### src/rtl/mem_access_pkg.sv
// Shared encodings, FSM states and lane helpers for the data-memory initiator.
// Pure declarations and combinational functions; no latency, no backpressure.
package mem_access_pkg;

   localparam logic [1:0] SZ_BYTE = 2'b00;
   localparam logic [1:0] SZ_HALF = 2'b01;
   localparam logic [1:0] SZ_WORD = 2'b10;
   localparam logic [1:0] SZ_ILL  = 2'b11;

   typedef enum logic [1:0] {
      ST_IDLE = 2'd0,
      ST_RD   = 2'd1,
      ST_WR   = 2'd2,
      ST_RESP = 2'd3
   } state_t;

   typedef struct packed {
      logic        write;
      logic [1:0]  size;
      logic        sgn;
      logic [31:0] addr;
      logic [31:0] wdata;
   } req_t;

   function automatic logic req_is_error(input logic [1:0]  size,
                                         input logic [31:0] addr,
                                         input int unsigned words);
      logic bad_align;
      case (size)
         SZ_BYTE: bad_align = 1'b0;
         SZ_HALF: bad_align = addr[0];
         SZ_WORD: bad_align = |addr[1:0];
         default: bad_align = 1'b1;
      endcase
      return bad_align || ({2'b00, addr[31:2]} >= words);
   endfunction

   function automatic logic [31:0] lane_merge(input logic [31:0] word,
                                              input logic [31:0] wdata,
                                              input logic [1:0]  size,
                                              input logic [1:0]  lane);
      logic [31:0] r;
      r = word;
      case (size)
         SZ_BYTE: begin
            case (lane)
               2'd0:    r[7:0]   = wdata[7:0];
               2'd1:    r[15:8]  = wdata[7:0];
               2'd2:    r[23:16] = wdata[7:0];
               default: r[31:24] = wdata[7:0];
            endcase
         end
         SZ_HALF: begin
            if (lane[1]) r[31:16] = wdata[15:0];
            else         r[15:0]  = wdata[15:0];
         end
         default: r = wdata;
      endcase
      return r;
   endfunction

   function automatic logic [31:0] lane_extend(input logic [31:0] word,
                                               input logic [1:0]  size,
                                               input logic [1:0]  lane,
                                               input logic        sgn);
      logic [7:0]  b;
      logic [15:0] h;
      logic [31:0] r;
      case (lane)
         2'd0:    b = word[7:0];
         2'd1:    b = word[15:8];
         2'd2:    b = word[23:16];
         default: b = word[31:24];
      endcase
      h = lane[1] ? word[31:16] : word[15:0];
      case (size)
         SZ_BYTE: r = {{24{sgn & b[7]}}, b};
         SZ_HALF: r = {{16{sgn & h[15]}}, h};
         default: r = word;
      endcase
      return r;
   endfunction

endpackage

### src/rtl/mem_byte_lane.sv
// Lane steering: merges a store lane into a read word and extracts/extends a load lane.
// Latency: combinational; backpressure: none (pure datapath).
module mem_byte_lane
   import mem_access_pkg::*;
(
   input  logic [31:0] word,
   input  logic [31:0] wdata,
   input  logic [1:0]  size,
   input  logic [1:0]  lane,
   input  logic        sgn,
   output logic [31:0] merged,
   output logic [31:0] loaded
);

   assign merged = lane_merge(word, wdata, size, lane);
   assign loaded = lane_extend(word, size, lane, sgn);

endmodule

### src/rtl/mem_access_unit.sv
// Single-outstanding load/store initiator with read-modify-write for sub-word stores.
// Latency: error 1, load/word store 2, sub-word store 3 cycles; response held until resp_ready.
module mem_access_unit
   import mem_access_pkg::*;
#(
   parameter int unsigned MEM_WORDS = 128
) (
   input  logic        clock_in,
   input  logic        reset,
   input  logic        req_valid,
   output logic        req_ready,
   input  logic        req_write,
   input  logic [1:0]  req_size,
   input  logic        req_signed,
   input  logic [31:0] req_addr,
   input  logic [31:0] req_wdata,
   output logic        resp_valid,
   input  logic        resp_ready,
   output logic [31:0] resp_rdata,
   output logic        resp_error,
   output logic [31:0] address,
   output logic        memRead,
   output logic        memWrite,
   output logic [31:0] writeData,
   input  logic [31:0] readData
);

   state_t      state, state_nxt;
   req_t        req_q, req_in, cur;
   logic        accept, req_err;
   logic [31:0] lane_merged, lane_loaded;

   logic        req_ready_nxt, resp_valid_nxt, resp_error_nxt;
   logic        mem_read_nxt, mem_write_nxt;
   logic [31:0] resp_rdata_nxt, address_nxt, write_data_nxt;

   always_comb begin
      req_in.write = req_write;
      req_in.size  = req_size;
      req_in.sgn   = req_signed;
      req_in.addr  = req_addr;
      req_in.wdata = req_wdata;
   end

   // Registered outputs are computed on the transition edge, so the live request
   // is used while leaving IDLE and the latched copy everywhere else.
   assign cur     = (state == ST_IDLE) ? req_in : req_q;
   assign accept  = req_valid && req_ready;
   assign req_err = req_is_error(req_size, req_addr, MEM_WORDS);

   mem_byte_lane u_lane (
      .word   (readData),
      .wdata  (req_q.wdata),
      .size   (req_q.size),
      .lane   (req_q.addr[1:0]),
      .sgn    (req_q.sgn),
      .merged (lane_merged),
      .loaded (lane_loaded)
   );

   always_ff @(posedge clock_in) begin
      if (reset) begin
         state      <= ST_IDLE;
         req_q      <= '0;
         req_ready  <= 1'b1;
         resp_valid <= 1'b0;
         resp_rdata <= '0;
         resp_error <= 1'b0;
         address    <= '0;
         memRead    <= 1'b0;
         memWrite   <= 1'b0;
         writeData  <= '0;
      end else begin
         state      <= state_nxt;
         if (accept) req_q <= req_in;
         req_ready  <= req_ready_nxt;
         resp_valid <= resp_valid_nxt;
         resp_rdata <= resp_rdata_nxt;
         resp_error <= resp_error_nxt;
         address    <= address_nxt;
         memRead    <= mem_read_nxt;
         memWrite   <= mem_write_nxt;
         writeData  <= write_data_nxt;
      end
   end

   always_comb begin
      state_nxt = state;
      case (state)
         ST_IDLE: begin
            if (accept) begin
               if (req_err)                  state_nxt = ST_RESP;
               else if (!req_write)          state_nxt = ST_RD;
               else if (req_size == SZ_WORD) state_nxt = ST_WR;
               else                          state_nxt = ST_RD;
            end
         end
         ST_RD:   state_nxt = req_q.write ? ST_WR : ST_RESP;
         ST_WR:   state_nxt = ST_RESP;
         ST_RESP: if (resp_ready) state_nxt = ST_IDLE;
         default: state_nxt = ST_IDLE;
      endcase
   end

   always_comb begin
      req_ready_nxt  = (state_nxt == ST_IDLE);
      mem_read_nxt   = (state_nxt == ST_RD);
      mem_write_nxt  = (state_nxt == ST_WR);
      resp_valid_nxt = (state_nxt == ST_RESP);
      address_nxt    = '0;
      write_data_nxt = '0;
      resp_rdata_nxt = '0;
      resp_error_nxt = 1'b0;
      if (state_nxt == ST_RD || state_nxt == ST_WR)
         address_nxt = {cur.addr[31:2], 2'b00};
      // Sub-word stores only reach WR from RD, where readData holds the word to merge into.
      if (state_nxt == ST_WR)
         write_data_nxt = (cur.size == SZ_WORD) ? cur.wdata : lane_merged;
      if (state == ST_RESP) begin
         if (state_nxt == ST_RESP) begin
            resp_rdata_nxt = resp_rdata;
            resp_error_nxt = resp_error;
         end
      end else if (state_nxt == ST_RESP) begin
         resp_error_nxt = (state == ST_IDLE);
         resp_rdata_nxt = (state == ST_RD) ? lane_loaded : '0;
      end
   end

endmodule

### config.mk
export PLATFORM = sky130hd
export DESIGN_NAME = mem_access_unit
export DESIGN_NICKNAME = d
export VERILOG_FILES = /design/src/rtl/mem_access_pkg.sv /design/src/rtl/mem_byte_lane.sv /design/src/rtl/mem_access_unit.sv
export SDC_FILE = /design/constraint.sdc
export NUM_CORES = 1
export LEC_CHECK = 0
export BUFFER_PORTS_ARGS = -buffer_cell sky130_fd_sc_hd__buf_4
export CAP_MARGIN = 20
export CORE_MARGIN = 4
export CORE_UTILIZATION = 53
export CTS_CLUSTER_DIAMETER = 80
export DETAILED_ROUTE_END_ITERATION = 8
export PLACE_DENSITY_LB_ADDON = 0.12
export SLEW_MARGIN = 20
export SYNTH_ARGS = -nofsm -noshare
export SYNTH_HDL_FRONTEND = slang
export SYNTH_SLANG_ARGS = --single-unit
### constraint.sdc
create_clock -name clock_in -period 4 [get_ports clock_in]
set_clock_uncertainty 0.1 [all_clocks]
set_input_delay 0.8 -clock clock_in [delete_from_list [all_inputs] [get_ports clock_in]]
set_output_delay 0.8 -clock clock_in [all_outputs]
set_load 0.02 [all_outputs]
==> flow_summary.ini, run 1 <==
[status]
outcome = finished clean

[pwr]
clockPowerShare = 0.359
ir_worst_vdd_uv = 306
pwr-share-comb = 0.206
p_sw_frac = 0.290
p_sw_mw = 1.25
totalPowerFinal_mw = 4.32
power.density_nw_per_um2 = 449
p_leak_nw = 3.93
p_seq_frac = 0.434
power.internal_mw = 3.07

[yosys]
synth-seq-cells = 169
synth.most_common_cell = nand2_1
synth_top_area_share = 0.450
synth_compound_area_frac = 0.245
synth_edf_count = 0
synth_area_um2 = 7520
yosys_warnings = 0
ys_top_cells_by_count = 208 x nand2_1, 169 x dfxtp_1, 132 x a21oi_1, 53 x mux2_2, 46 x clkbuf_1
synth_top_family_by_area = compound AO/OA/AOI/OAI gates
synthCells = 866
synthMuxAreaShare = 0.0988
synth_ff_type = dfxtp_1
synth-adder-area-share = 0.00832
synthSimpleGateAreaFrac = 0.149
synth_xor_area_frac = 0
synthArstFlopShare = 0
synthTopCellsByArea = dfxtp_1 45%, nand2_1 10%, a21oi_1 8.8%
avgSynthCellArea_um2 = 8.68
yosysUniqueCellTypes = 54
yosysSeqAreaShare = 0.450
synth.largest_area_cell = dfxtp_1

[sta]
hold_viol = 0
fin_crit_ns = 3.28
tightest_slew_ns = 1.00
maxSlewHeadroom = 0.328
hold_ws_ns = 0.355
setup_viol = 0
finalCritPeriodShare = 0.819
rsz0062_at_grt = false
fin_ws_ns = 0.723
fin_tns_setup_ns = 0
drv_slew = 0
max_freq_mhz = 305

[cells_and_area]
seqCellArea_um2 = 3380
num-fill-cells = 1154
layout.nets = 1138
multiInputGateArea_um2 = 3790
n_antenna_cell = 0
post-route-util = 0.694
drive_gt1_frac = 0.304
syn_to_final_growth_pct = 28.0

[global_routing]
grt_max_degree = 69
overflow = 0
antenna_found_initial = 0
grt_pass1_vias = 6552
grt_pass1_wl_um = 35600
grtUsageTotal = 0.274

[die]
num_rows = 43
core_area_um2 = 13900
ios = 205
start_util = 0.542
die_h_um = 127
die_area_um2 = 16200
die_width_um = 127

[worst_setup_path]
r2r_slack_ns = 0.73
arrival_ns = 3.48
cp-end-kind = register
critPathKind = primary input to register
cp_max_fo = 16
reg2reg_from = state[0]
r2r-end = resp_rdata[19]
critPathSlowestCell = nor4_1
crit_chain = buf_4, nor4_1, buf_4, o211ai_1, nor4_1, nor3_1, ha_1, nand3b_1, a211oi_1, o2111a_1, a221o_1
r2r_cells = 8
cp-start-kind = primary input
critPathMaxStageDelay_ns = 0.46
cp.required_ns = 4.21

[route]
ant_nets = 0
drt-wirelength-per-cell_um = 18.8
vias = 7151
drt-vias-per-instance = 5.86
drc = 0
drtIter0Drc = 725
first_pass_iters = 7
wl_um = 23000

[hold_path]
hold_start = req_q[50]
hp-class = register to register
hold_path_end = req_q[50]
worstHoldPathCells = 2

[clock_tree]
path_clk_slew_ns = 0.06
tritoncts = done
cts_made_buffers = 17
clk_latency_ns = 0.42
clkSinkCount = 169
postCtsSetupBuffers = 0
cts_resized = 0
clockRootBuffer = clkbuf_16
clk_path_buf_depth = 2
ctsHoldBuffers = 0
htreeDepth = 4

[flow_run]
maxCapViolCount = 0

[placement]
place_congestion = 0.982
dpl_worst_slack_ns = 0.355
io_buffer_count = 202
dp_hpwl_um = 16000
## stage by stage
stage	area [um^2]	cells
2_1_floorplan	7520	867
3_3_place_gp	9070	1190
3_5_place_dp	9080	1190
4_1_cts	9630	1221
5_1_grt	9630	1221
6_report	9630	1221
## registers in the layout, summed over array words and instances (netlist names)
register and flops:
resp_error 1, state 2, resp_valid 1, writeData 32, req_ready 1, resp_rdata 32, req_q 68, address 30
memWrite 1, memRead 1
## layout make-up
type | instances | area share
repair buffers | 217 | 0.169
well taps | 180 | 0.0234
inverters | 12 | 0.00468
flip-flops and latches | 169 | 0.351
clock inverters | 7 | 0.00715
multi-input cells | 612 | 0.394
clock buffers | 24 | 0.0500
## power by group through the flow
| stage | Sequential, mW | Clock [mW] | Combinational, mW |
|---|---|---|---|
| 6_report | 1.88 | 1.55 | 0.891 |
| 5_1_grt | 1.89 | 1.65 | 0.961 |
| 4_1_cts | 1.87 | 1.57 | 0.888 |
| 3_5_place_dp | 1.91 | 0 | 0.883 |
| 3_3_place_gp | 1.91 | 0 | 0.876 |
| 2_1_floorplan | 1.96 | 0 | 0.481 |
## cell usage in the layout (no fill, tap or decap), types with 10 or more instances in the layout
cell type and n:
a21oi_1 132, a221oi_1 18, nand2b_1 12, nand2_1 207, a221o_1 16, clkbuf_16 17, a22oi_1 16, buf_4 217
o21ai_0 25, mux2_2 53, inv_1 11, dfxtp_1 169, a22o_1 10
## how the worst max path moves through the flow
| stage | startpoint | endpoint | slack (ns) | depth (start not counted) |
|---|---|---|---|---|
| 3_3_place_gp | req_addr[27] | resp_rdata[20] | 0.38 | 11 |
| 6_report | req_addr[27] | resp_rdata[19] | 0.72 | 11 |
| 4_1_cts | state[0] | resp_rdata[19] | 0.77 | 8 |
| 2_1_floorplan | req_addr[27] | resp_rdata[19] | 0.96 | 10 |
| 3_5_place_dp | req_addr[23] | resp_rdata[19] | 0.35 | 10 |
| 5_1_grt | state[0] | resp_rdata[25] | 0.51 | 8 |
## cell families (layout without fill, tap and decap cells)
logic type,count (synthesis),after routing
AO/OA/AOI/OAI,276,276
adder cells (fa/ha/maj),5,5
buffers and inverters,86,260
flip-flops,169,169
multiplexers,66,66
other,1,2
AND/OR/NAND/NOR,263,263
## metal layers
metal	track usage	up-vias	wire (um)	share of wire
met5	0	-	0	0
met3	0.0853	66	2260	0.098
met2	0.412	346	10400	0.45
li1	-	3428	-	-
met1	0.367	3311	9580	0.42
met4	0.117	0	794	0.035
## critical path, delay by kind of cell
kind,cells,cell delay (ns)
buffers and inverters,2,0.29
AO/OA/AOI/OAI,4,0.95
AND/OR/NAND/NOR,4,1.22
adder cells (fa/ha/maj),1,0.22
No activity file was read; power rests on OpenSTA's default activity.
==> inputs of run 2 (changes only) <==
clock period = 3.3 ns   (was 4 ns; I/O delays follow)
==> flow_summary.ini, run 2 (synthesis results as in run 1) <==
[die]
num_rows = 43
die_area_um2 = 16200
ios = 205
die_width_um = 127
die_h_um = 127
start_util = 0.542
core_area_um2 = 13900

[pwr]
p_seq_frac = 0.436
p_leak_nw = 3.98
ir_worst_vdd_uv = 351
p_sw_mw = 1.48
clockPowerShare = 0.350
p_sw_frac = 0.285
power.density_nw_per_um2 = 537
power.internal_mw = 3.73
pwr-share-comb = 0.214
totalPowerFinal_mw = 5.21

[sta]
hold_viol = 0
fin_crit_ns = 3.04
drv_slew = 0
finalCritPeriodShare = 0.921
maxSlewHeadroom = 0.300
rsz0062_at_grt = false
setup_viol = 0
tightest_slew_ns = 1.05
max_freq_mhz = 329
fin_tns_setup_ns = 0

[worst_setup_path]
cp-start-kind = register
crit_chain = buf_4, clkinv_1, a21o_1, a31oi_1, ha_1, nand3b_1, buf_4, nor2_1, a221o_1
r2r-end = resp_rdata[23]
cp.required_ns = 3.56
r2r_slack_ns = 0.26
r2r_cells = 9
critPathSlowestCell = nor2_1
startpoint = state[1]
cp-end-kind = register
arrival_ns = 3.30
cp_max_fo = 21
reg2reg_from = state[1]
critPathKind = register to register
critPathMaxStageDelay_ns = 0.80
path_common_cell = buf_4

[cells_and_area]
fin_area_um2 = 9700
multiInputGateArea_um2 = 3790
layout_commonest_cell = buf_4
reg.largest.list = req_q: 68 flops, resp_rdata: 32 flops, writeData: 32 flops
n_antenna_cell = 0
layout.nets = 1147
layout_common_cells = 223 x buf_4, 207 x nand2_1, 169 x dfxtp_1
seqCellArea_um2 = 3380
syn_to_final_growth_pct = 29.0
drive_gt1_frac = 0.308
largest_register_ff_count = 68
largest-register = req_q
num-fill-cells = 1190

[global_routing]
grtUsageTotal = 0.278
grt_util_met1 = 0.362
antenna_found_initial = 0
use_met3 = 0.0807
grt_pass1_vias = 6709
gr-usage-met2 = 0.432
overflow = 0
grt_busiest_layer = met2
grt_pass1_wl_um = 35800
grt_max_degree = 76

[route]
drt-vias-per-instance = 5.90
drc = 0
drt-wirelength-per-cell_um = 18.7
wl_um = 23000
ant_nets = 0
vias = 7242
drtIter0Drc = 606
first_pass_iters = 8

[clock_tree]
clk_latency_ns = 0.42
ctsHoldBuffers = 0
tritoncts = done
htreeDepth = 4
cts_resized = 0
postCtsSetupBuffers = 0
cts_made_buffers = 17
path_clk_slew_ns = 0.06
clockRootBuffer = clkbuf_16
clk_path_buf_depth = 2
clkSinkCount = 169

[hold_path]
hp-class = register to register
hold_path_end = req_q[36]
worstHoldPathCells = 2
hold_start = req_q[36]

[placement]
dp_hpwl_um = 16100
place_area_um2 = 9170
io_buffer_count = 202
place_congestion = 0.896

[status]
outcome = finished clean

[flow_run]
maxCapViolCount = 0
run 2: cell count changes in the layout (fill, tap and decap cells not counted):
cell and change:
clkinvlp_4 -2, nor2b_2 +1, buf_12 +3, clkinv_4 -1
buf_4 +6, nor2b_4 -1
run 2: layer usage:
metal | vias to the layer above | share of wire | wire (um)
met4 | 0 | 0.034 | 778
li1 | 3446 | - | -
met5 | - | 0 | 0
met3 | 57 | 0.097 | 2230
met2 | 354 | 0.47 | 10700
met1 | 3385 | 0.40 | 9240
run 2: worst max-delay path by stage:
stage                          end  depth (start not counted)
floorplan           resp_rdata[19]                         10
global placement    resp_rdata[22]                         11
detailed placement  resp_rdata[31]                         11
CTS                 resp_rdata[31]                          9
global route        resp_rdata[31]                          9
finish              resp_rdata[23]                          9
run 2: worst max-delay path, delay by kind of cell, from the launching register on:
kind	cells	cell delay [ns]
flip-flops	1	0.41
adder cells (fa/ha/maj)	1	0.18
AO/OA/AOI/OAI	3	0.72
AND/OR/NAND/NOR	2	0.94
buffers and inverters	3	0.63
run 2: layout make-up:
| cell class | count | share of cell area |
|---|---|---|
| timing repair buffer | 226 | 0.179 |
| multi-input combinational | 612 | 0.390 |
| inverter | 12 | 0.00464 |
| tap | 180 | 0.0232 |
| clock inverter | 4 | 0.00464 |
| clock buffer | 24 | 0.0496 |
| sequential | 169 | 0.349 |
run 2: through the flow:
step	std cells	utilization	setup slack [ns]	hold slack [ns]
after CTS	1227	0.699	0.288	0.358
final	1227	0.699	0.261	0.354
after detailed placement	1199	0.661	-0.0302	0.345
after floorplan	867	-	0.400	0.337
after global routing	1227	0.699	0.0257	0.370
after global placement	1199	0.661	-0.0469	0.342
run 2: power groups by stage:
stage / clock [mW] / sequential [mW] / combinational [mW]
2_1_floorplan: 0 / 2.38 / 0.583
4_1_cts: 1.84 / 2.27 / 1.11
6_report: 1.83 / 2.27 / 1.12
5_1_grt: 1.93 / 2.28 / 1.21
3_3_place_gp: 0 / 2.31 / 1.10
3_5_place_dp: 0 / 2.31 / 1.11
